`config.mk`:
```
export PLATFORM = sky130hd
export DESIGN_NAME = fluid_board_soc_onchip_mem_copy_master
export DESIGN_NICKNAME = d
export VERILOG_FILES = /design/src/rtl/fluid_board_soc_onchip_mem_copy_master_pkg.sv /design/src/rtl/fluid_board_soc_copy_csr.sv /design/src/rtl/fluid_board_soc_onchip_mem_copy_master.sv
export SDC_FILE = /design/constraint.sdc
export NUM_CORES = 1
export LEC_CHECK = 0
export CAP_MARGIN = 10
export CORE_MARGIN = 8
export CORE_UTILIZATION = 29
export CTS_CLUSTER_DIAMETER = 100
export DETAILED_ROUTE_END_ITERATION = 8
export GPL_TIMING_DRIVEN = 0
export PLACE_DENSITY = 0.45
export SKIP_CTS_REPAIR_TIMING = 1
export SLEW_MARGIN = 20
export SYNTH_ARGS = -nofsm -noshare
export SYNTH_HDL_FRONTEND = slang
export SYNTH_HIERARCHICAL = 1
export SYNTH_SLANG_ARGS = --single-unit
```
`constraint.sdc`:
```
create_clock -name clk -period 2.5 [get_ports clk]
set_input_delay 0.25 -clock clk [delete_from_list [all_inputs] [get_ports clk]]
set_output_delay 0.25 -clock clk [all_outputs]
set_load 0.05 [all_outputs]
```
`src/rtl/fluid_board_soc_onchip_mem_copy_master_pkg.sv`:
```
// Shared definitions for the on-chip memory copy master: FSM states, CSR map, CTRL bits.
// Latency: n/a (declarations only).
// Backpressure: n/a (declarations only).
package fluid_board_soc_onchip_mem_copy_master_pkg;

    typedef enum logic [1:0] {
        ST_IDLE = 2'd0,
        ST_RD   = 2'd1,
        ST_CAP  = 2'd2,
        ST_WR   = 2'd3
    } copy_state_e;

    // CSR word offsets
    localparam logic [1:0] CSR_CTRL = 2'd0;
    localparam logic [1:0] CSR_SRC  = 2'd1;
    localparam logic [1:0] CSR_DST  = 2'd2;
    localparam logic [1:0] CSR_LEN  = 2'd3;

    // CTRL/STATUS bit positions
    localparam int CTRL_START  = 0;
    localparam int CTRL_BUSY   = 1;
    localparam int CTRL_DONE   = 2;
    localparam int CTRL_IRQ_EN = 3;
    localparam int CTRL_ABORT  = 4;

endpackage

```
`src/rtl/fluid_board_soc_copy_csr.sv`:
```
// Register file for the copy master: SRC/DST/LEN, IRQ_EN, DONE and the level interrupt.
// Latency: readback is combinational; register writes take effect at the next clk edge.
// Backpressure: none, zero-wait-state slave; SRC/DST/LEN writes are dropped while busy.
// Ports: csr_* slave bus; busy/done_set/done_clr from the FSM; start_req/abort_req
//        are single-cycle decodes of CTRL writes; src/dst/len feed the datapath; irq out.
module fluid_board_soc_copy_csr
    import fluid_board_soc_onchip_mem_copy_master_pkg::*;
#(
    parameter int ADDR_W = 15
) (
    input  logic              clk,
    input  logic              reset_n,
    input  logic [1:0]        csr_address,
    input  logic              csr_chipselect,
    input  logic              csr_write,
    input  logic              csr_read,
    input  logic [15:0]       csr_writedata,
    output logic [15:0]       csr_readdata,
    input  logic              busy,
    input  logic              done_set,
    input  logic              done_clr,
    output logic              start_req,
    output logic              abort_req,
    output logic [ADDR_W-1:0] src,
    output logic [ADDR_W-1:0] dst,
    output logic [15:0]       len,
    output logic              irq
);

    logic irq_en;
    logic done;
    logic bus_wr;
    logic ctrl_wr;
    logic done_w1c;

    assign bus_wr    = csr_chipselect & csr_write;
    assign ctrl_wr   = bus_wr & (csr_address == CSR_CTRL);
    assign start_req = ctrl_wr & csr_writedata[CTRL_START];
    assign abort_req = ctrl_wr & csr_writedata[CTRL_ABORT];
    assign done_w1c  = ctrl_wr & csr_writedata[CTRL_DONE];
    assign irq       = done & irq_en;

    always_ff @(posedge clk or negedge reset_n) begin
        if (!reset_n) begin
            src    <= '0;
            dst    <= '0;
            len    <= '0;
            irq_en <= 1'b0;
            done   <= 1'b0;
        end else begin
            // Transfer parameters are frozen while a copy is running.
            if (bus_wr && !busy) begin
                case (csr_address)
                    CSR_SRC: src <= csr_writedata[ADDR_W-1:0];
                    CSR_DST: dst <= csr_writedata[ADDR_W-1:0];
                    CSR_LEN: len <= csr_writedata;
                    default: ;
                endcase
            end
            if (ctrl_wr) begin
                irq_en <= csr_writedata[CTRL_IRQ_EN];
            end
            // A completion in the same cycle as a write-1-to-clear keeps DONE set.
            if (done_set) begin
                done <= 1'b1;
            end else if (done_clr || done_w1c) begin
                done <= 1'b0;
            end
        end
    end

    always_comb begin
        csr_readdata = '0;
        if (csr_chipselect && csr_read) begin
            case (csr_address)
                CSR_CTRL: begin
                    csr_readdata[CTRL_BUSY]   = busy;
                    csr_readdata[CTRL_DONE]   = done;
                    csr_readdata[CTRL_IRQ_EN] = irq_en;
                end
                CSR_SRC: csr_readdata[ADDR_W-1:0] = src;
                CSR_DST: csr_readdata[ADDR_W-1:0] = dst;
                CSR_LEN: csr_readdata = len;
                default: csr_readdata = '0;
            endcase
        end
    end

endmodule

```
`src/rtl/fluid_board_soc_onchip_mem_copy_master.sv`:
```
// Word-by-word copy master on the second port of a dual-port RAM (read, capture, write).
// Latency: 3 cycles per word; LEN=N finishes 3N cycles after the START write.
// Backpressure: none; the RAM is assumed always ready with a fixed 1-cycle read latency.
// Ports: clk/reset_n; csr_* control slave (CTRL, SRC, DST, LEN); mem_* RAM master port;
//        irq is high while DONE and IRQ_EN are both set.
module fluid_board_soc_onchip_mem_copy_master
    import fluid_board_soc_onchip_mem_copy_master_pkg::*;
#(
    parameter int ADDR_W = 15,
    parameter int DATA_W = 16
) (
    input  logic                  clk,
    input  logic                  reset_n,
    input  logic [1:0]            csr_address,
    input  logic                  csr_chipselect,
    input  logic                  csr_write,
    input  logic                  csr_read,
    input  logic [15:0]           csr_writedata,
    output logic [15:0]           csr_readdata,
    output logic [ADDR_W-1:0]     mem_address,
    output logic                  mem_chipselect,
    output logic                  mem_write,
    output logic [DATA_W/8-1:0]   mem_byteenable,
    output logic [DATA_W-1:0]     mem_writedata,
    output logic                  mem_clken,
    input  logic [DATA_W-1:0]     mem_readdata,
    output logic                  irq
);

    copy_state_e        state;
    copy_state_e        state_nxt;
    logic [ADDR_W-1:0]  src_ptr;
    logic [ADDR_W-1:0]  dst_ptr;
    logic [15:0]        count;
    logic [15:0]        count_dec;
    logic [DATA_W-1:0]  data_q;

    logic               busy;
    logic               start_req;
    logic               abort_req;
    logic               done_set;
    logic               done_clr;
    logic               load;
    logic               advance;
    logic               latch;
    logic [ADDR_W-1:0]  src;
    logic [ADDR_W-1:0]  dst;
    logic [15:0]        len;

    assign busy      = (state != ST_IDLE);
    assign count_dec = count - 16'd1;
    assign mem_clken = 1'b1;

    fluid_board_soc_copy_csr #(
        .ADDR_W (ADDR_W)
    ) u_csr (
        .clk            (clk),
        .reset_n        (reset_n),
        .csr_address    (csr_address),
        .csr_chipselect (csr_chipselect),
        .csr_write      (csr_write),
        .csr_read       (csr_read),
        .csr_writedata  (csr_writedata),
        .csr_readdata   (csr_readdata),
        .busy           (busy),
        .done_set       (done_set),
        .done_clr       (done_clr),
        .start_req      (start_req),
        .abort_req      (abort_req),
        .src            (src),
        .dst            (dst),
        .len            (len),
        .irq            (irq)
    );

    always_ff @(posedge clk or negedge reset_n) begin
        if (!reset_n) begin
            state <= ST_IDLE;
        end else begin
            state <= state_nxt;
        end
    end

    always_comb begin
        state_nxt      = state;
        load           = 1'b0;
        advance        = 1'b0;
        latch          = 1'b0;
        done_set       = 1'b0;
        done_clr       = 1'b0;
        mem_chipselect = 1'b0;
        mem_write      = 1'b0;
        mem_address    = '0;
        mem_writedata  = '0;
        mem_byteenable = '0;

        case (state)
            ST_IDLE: begin
                // START alongside ABORT is dropped; a zero-length copy completes at once.
                if (start_req && !abort_req) begin
                    if (len != 16'd0) begin
                        state_nxt = ST_RD;
                        load      = 1'b1;
                        done_clr  = 1'b1;
                    end else begin
                        done_set  = 1'b1;
                    end
                end
            end
            ST_RD: begin
                mem_chipselect = 1'b1;
                mem_address    = src_ptr;
                mem_byteenable = '1;
                state_nxt      = ST_CAP;
            end
            ST_CAP: begin
                latch     = 1'b1;
                state_nxt = ST_WR;
            end
            ST_WR: begin
                mem_chipselect = 1'b1;
                mem_write      = 1'b1;
                mem_byteenable = '1;
                mem_address    = dst_ptr;
                mem_writedata  = data_q;
                advance        = 1'b1;
                if (count_dec != 16'd0) begin
                    state_nxt = ST_RD;
                end else begin
                    state_nxt = ST_IDLE;
                    done_set  = 1'b1;
                end
            end
            default: state_nxt = ST_IDLE;
        endcase

        // Abort overrides everything, including a completion on the last word.
        if (abort_req && busy) begin
            state_nxt = ST_IDLE;
            done_set  = 1'b0;
        end
    end

    always_ff @(posedge clk or negedge reset_n) begin
        if (!reset_n) begin
            src_ptr <= '0;
            dst_ptr <= '0;
            count   <= '0;
            data_q  <= '0;
        end else begin
            if (load) begin
                src_ptr <= src;
                dst_ptr <= dst;
                count   <= len;
            end else if (advance) begin
                // Pointers wrap naturally at the RAM size.
                src_ptr <= src_ptr + 1'b1;
                dst_ptr <= dst_ptr + 1'b1;
                count   <= count_dec;
            end
            if (latch) begin
                data_q <= mem_readdata;
            end
        end
    end

endmodule

```
==> results of run 1 <==
-- metal layers --
layer	up-vias	GRT usage [%]
met4	0	4.376
met2	127	23.27
met3	13	2.751
met1	2360	20.39
met5	-	0
li1	2211	-
-- power groups by stage --
stage / Clock [mW] / Combinational (mW) / Sequential, mW
detailed placement: 0 / 3.51 / 3.72
floorplan: 0 / 2.58 / 3.37
finish: 1.43 / 3.49 / 3.73
CTS: 1.46 / 3.54 / 3.69
global route: 1.53 / 3.78 / 3.87
global placement: 0 / 3.47 / 3.69
-- critical path: cells and delay by family (launching register included) --
| family | cells | cell delay, ns |
|---|---|---|
| compound gates | 4 | 0.78 |
| fa+ha+maj | 1 | 0.19 |
| buf+inv | 2 | 0.26 |
| flops | 1 | 0.45 |
| simple gates | 2 | 0.69 |
-- flip-flops by register name, summed over array words and instances (netlist names) --
signal	cells
count	16
data_q	16
dst_ptr	15
src_ptr	15
state	2
u_csr/done	1
u_csr/dst	15
u_csr/irq_en	1
u_csr/len	16
u_csr/src	15
-- worst paths after layout --
path | slack (ns) | endpoint | depth (start not counted) | start
hold reg to reg | 0.50 | data_q[5] | 1 | data_q[5]
max in group asynchronous | 1.43 | count[0] | 3 | reset_n
hold / removal | 0.36 | data_q[5] | 2 | reset_n
setup / recovery | 0.08 | u_csr/done | 9 | count[0]
min in group clk | 0.50 | data_q[5] | 1 | data_q[5]
setup reg to reg | 0.08 | u_csr/done | 9 | count[0]
-- cell families after synthesis --
kind of cell	count (synthesis)	synth area share, %
other cells	1	0.06234
compound gates	84	8.923
xor+xnor	46	6.697
fa+ha+maj	8	1.664
mux	80	15.49
flops	112	46.59
buf+inv	47	3.785
simple gates	189	16.78
-- layout by cell type, fill, tap and decap left out, types with 13 or more instances in the layout --
cell / synthesis / final
nand2_1: 74 / 74
buf_4: 4 / 16
inv_1: 13 / 13
dfrtp_1: 112 / 109
clkdlybuf4s50_1: 0 / 39
clkbuf_2: 1 / 44
xnor2_1: 28 / 28
nand4_1: 15 / 15
nor2_1: 28 / 28
mux2_2: 75 / 75
dlymetal6s2s_1: 0 / 14
o21ai_0: 43 / 43
and2_1: 19 / 19
xor2_1: 18 / 18
-- area by class of cell --
cell class	count	area share, %
inverters	13	0.6413
well taps	270	4.440
clock inverters	6	0.6742
multi-input cells	408	40.04
flip-flops and latches	112	36.89
plain buffers	33	3.108
repair buffers	99	11.20
clock buffers	10	3.009
==> flow_summary.toml, run 1 <==
[run_status]
status = "complete, no violations"

[yosys]
synthesis.nets = 614
avgSynthCellArea_um2 = 10.61
synth_common_cells = "dfrtp_1, mux2_2, nand2_1, o21ai_0"
ys_types = 54
syn_inst = 567
synth_top_cell_by_area = "dfrtp_1"
synth_seq_cells = 112
syn_area_um2 = 6016
synth_area_leaders = "dfrtp_1, mux2_2, nand2_1, xnor2_1, o21ai_0"
yosys.area.top_type_share_pct = 46.59
synth_edf_count = 0
synthFlopType = "dfrtp_1"
yosysWarnings = 6
synthArstFlopShare_pct = 100.0
synthMostInstantiatedCell = "dfrtp_1"
yosysSeqAreaShare_pct = 46.59

[power_and_ir_drop]
swShare_pct = 42.52
p_seq_share_pct = 43.1
pwr-share-comb_pct = 40.4
intPower_mw = 4.975
ir_drop_uv = 351.0
leakage_nw = 3.264
power.total_mw = 8.655
power_switching_mw = 3.680
clkPwrFrac_pct = 16.5
cellPowerDensity_nw_per_um2 = 1138

[drt]
drt-wirelength-per-cell_um = 19.91
vias = 4711
wirelength_mm = 18.93
vias_per_cell = 4.954
topRoutingLayerUsed = "met4"
drtPass1Iterations = 5
ant_nets = 0
wl_met1_mm = 9.178
route.detailed.drc = 0
wl_met3_um = 779
drt_iter0_markers = 304
route.met2.wl_mm = 8.694

[placed_design]
placed_area_um2 = 7288
dp_cells = 928
dp_slack_ns = -1.169
hpwl_mm = 14.23
portBuffers = 90
gp_congestion = 0.7973

[setup_path]
end_kind = "flop"
slowest_delay_ns = 0.45
cp.arrival_ns = 2.72
critPathMaxFanout = 6
cp-start-kind = "flop"
crit_required_ns = 2.80
critPathKind = "reg -> reg"
crit_chain = "inv_1, ha_2, or4b_1, buf_4, nor4b_4, a41oi_2, a2111oi_4, a21o_1, a31o_2"
slowest_stage = "dfrtp_2"

[clock_network]
cts_made_buffers = 9
cts_buffer_depth = 2
clock_latency_ns = 0.36
htree_levels = 3
cts_tree = "built"
root_buffer = "clkbuf_16"
cts_sinks = 112
clk_pin_slew_worst_paths_ns = 0.08

[global_route]
grt_max_degree = 75
antenna_found_initial = 0
track_usage_pct = 14.83
grt_pass1_wl_mm = 29.94
grt_remaining_overflow = 0
grt_pass1_vias = 4967

[die]
io_pins = 92
core_um2 = 20300
die_w_um = 160.0
fp-row-count = 52
die_h_um = 160.0
die-area_um2 = 25610
initial_core_util_pct = 29.64

[timing]
final_min_period_over_clock_period_pct = 96.86
setup_viol_count_final = 0
worstMarginPinSlew_ns = 0.5653
skew_ns = 0.01071
relSlewSlack_pct = 61.97
worst_slack_ns = 0.07852
max_clock_freq_ghz = 0.4130
holdWs_ns = 0.3626
min_period_ns = 2.421
hold_violations = 0
maxSlewViolCount = 0
tns_ns = 0

[cells_and_area]
drive_above_1_share_pct = 28.34
design_area_um2 = 7609
final_util_pct = 37.48
layout.nets = 723
multi_input_area_um2 = 3047
area_growth_pct = 26.48
layout.cells.non_filler = 951
layout.area.seq_um2 = 2806
fillers = 2084
antenna_cells = 0

[hold_path]
min_path_type = "in -> async"

[flow_run]
drv_cap = 0
Note: power is estimated with default switching activity, not from simulation.
==> run 2, diff against run 1 <==
SLEW_MARGIN = 0   (was 20)
==> run 2 against run 1 <==
Net effect:
- cell count is 0.53% lower
- via count is 1.7% lower
- sequential cell count stayed put
- clock power is 10% higher
- non-clock buffer count is 4 lower
- register-to-register slack hardly changed
- total power is 0.99% higher
- utilization hardly changed
- critical path depth stayed put
- first-iteration DRC count is 25% lower
==> flow_summary.toml, run 2 (synthesis results as in run 1) <==
[run_status]
status = "complete, no violations"

[power_and_ir_drop]
ir_drop_uv = 459.8
cellPowerDensity_nw_per_um2 = 1150
power.total_mw = 8.741
leakage_nw = 3.203

[setup_path]
critPathMaxFanout = 6
slowest_stage = "dfrtp_2"
cp-start-kind = "flop"
cp.arrival_ns = 2.72
slowest_delay_ns = 0.45
path_delay_family = "compound AO/OA/AOI/OAI gates"
critPathKind = "reg -> reg"
end_kind = "flop"
crit_required_ns = 2.80
path_buf_inv = 2
crit_chain = "inv_1, ha_2, or4b_1, buf_2, nor4b_2, a41oi_1, a2111oi_4, a21o_1, a31o_2"

[die]
die-area_um2 = 25610
initial_core_util_pct = 29.64
die_h_um = 160.0
die_w_um = 160.0
fp-row-count = 52
core_um2 = 20300
io_pins = 92

[drt]
wirelength_mm = 18.76
drtPass1Iterations = 4
drt_iter0_markers = 229
vias = 4632
ant_nets = 0
drt-wirelength-per-cell_um = 19.83
route.detailed.drc = 0
vias_per_cell = 4.896

[timing]
final_min_period_over_clock_period_pct = 96.72
min_period_ns = 2.418
maxSlewViolCount = 0
skew_ns = 0.01232
hold_violations = 0
rsz0062_at_grt = "no"
relSlewSlack_pct = 62.44
worst_slack_ns = 0.08203
max_clock_freq_ghz = 0.4136
worstMarginPinSlew_ns = 0.5634
holdWs_ns = 0.3633
setup_viol_count_final = 0

[cells_and_area]
layout.nets = 719
drive_above_1_share_pct = 28.25
layout_common_cells = "dfrtp_1, mux2_2, nand2_1"
final_common_cell = "dfrtp_1"
area_growth_pct = 26.37
antenna_cells = 0
layout.cells.non_filler = 946
reg.largest.list = "count: 16 flops, data_q: 16 flops, u_csr/len: 16 flops"

[placed_design]
portBuffers = 90
dp_slack_ns = -1.182
gp_congestion = 0.7973
dp_cells = 928
hpwl_mm = 14.28

[clock_network]
cts_sinks = 112
clock_latency_ns = 0.36
root_buffer = "clkbuf_16"
cts_tree = "built"
clk_pin_slew_worst_paths_ns = 0.08
htree_levels = 3
cts_buffer_depth = 2
cts_made_buffers = 9

[hold_path]
min_path_type = "in -> async"

[flow_run]
drv_cap = 0

[global_route]
antenna_found_initial = 0
grt_remaining_overflow = 0
grt_max_degree = 75
grt_pass1_vias = 4934
grt_pass1_wl_mm = 29.70
track_usage_pct = 14.83
-- run 2: final cells by class --
cell class | count | area [µm²]
Clock inverter | 6 | 91.34
Inverter | 13 | 48.80
Timing Repair Buffer | 95 | 822.0
Tap cell | 270 | 337.8
Sequential cell | 112 | 2806
Buffer | 33 | 234.0
Multi-Input combinational cell | 408 | 3037
Fill cell | 2094 | 12700
Clock buffer | 9 | 225.2
-- run 2: power breakdown --
part	leakage, nW	switching (mW)	internal [mW]	total [mW]
registers	1.34	1.02	2.71	3.73
logic	1.70	1.90	1.53	3.43
clock network	0.156	0.702	0.882	1.58
total	3.20	3.62	5.12	8.74
-- run 2: worst paths after layout --
kind / startpoint / cells past startpoint / slack (ns) / end
worst max-delay path: count[0] / 9 / 0.08 / u_csr/done
worst min-delay path: reset_n / 2 / 0.36 / data_q[7]
worst max register to register: count[0] / 9 / 0.08 / u_csr/done
worst min register to register: data_q[11] / 1 / 0.51 / data_q[11]
max in group asynchronous: reset_n / 3 / 1.38 / state[0]
min in group clk: csr_writedata[15] / 2 / 0.50 / u_csr/len[15]
-- run 2: metal layers --
layer / vias to the layer above / wire length, µm / track usage, %
met5: - / 0 / 0
met4: 0 / 252 / 4.078
met3: 14 / 691 / 2.596
met2: 104 / 8624 / 23.59
met1: 2319 / 9194 / 20.31
li1: 2195 / - / -
-- run 2: worst reg2reg max path: stages, from the launching register on --
cell       delay [ns]
dfrtp_2          0.45
inv_1            0.07
ha_2             0.21
or4b_1           0.43
buf_2            0.17
nor4b_2          0.22
a41oi_1          0.12
a2111oi_4        0.43
a21o_1           0.18
a31o_2           0.09
-- run 2: metrics by stage --
stage	setup TNS, ns	area, µm²	utilization [%]
floorplan	0	6021	-
global placement	-465.95	7259	35.76
detailed placement	-77.10	7288	35.90
CTS	-73.17	7605	37.46
global route	0	7602	37.45
finish	0	7602	37.45
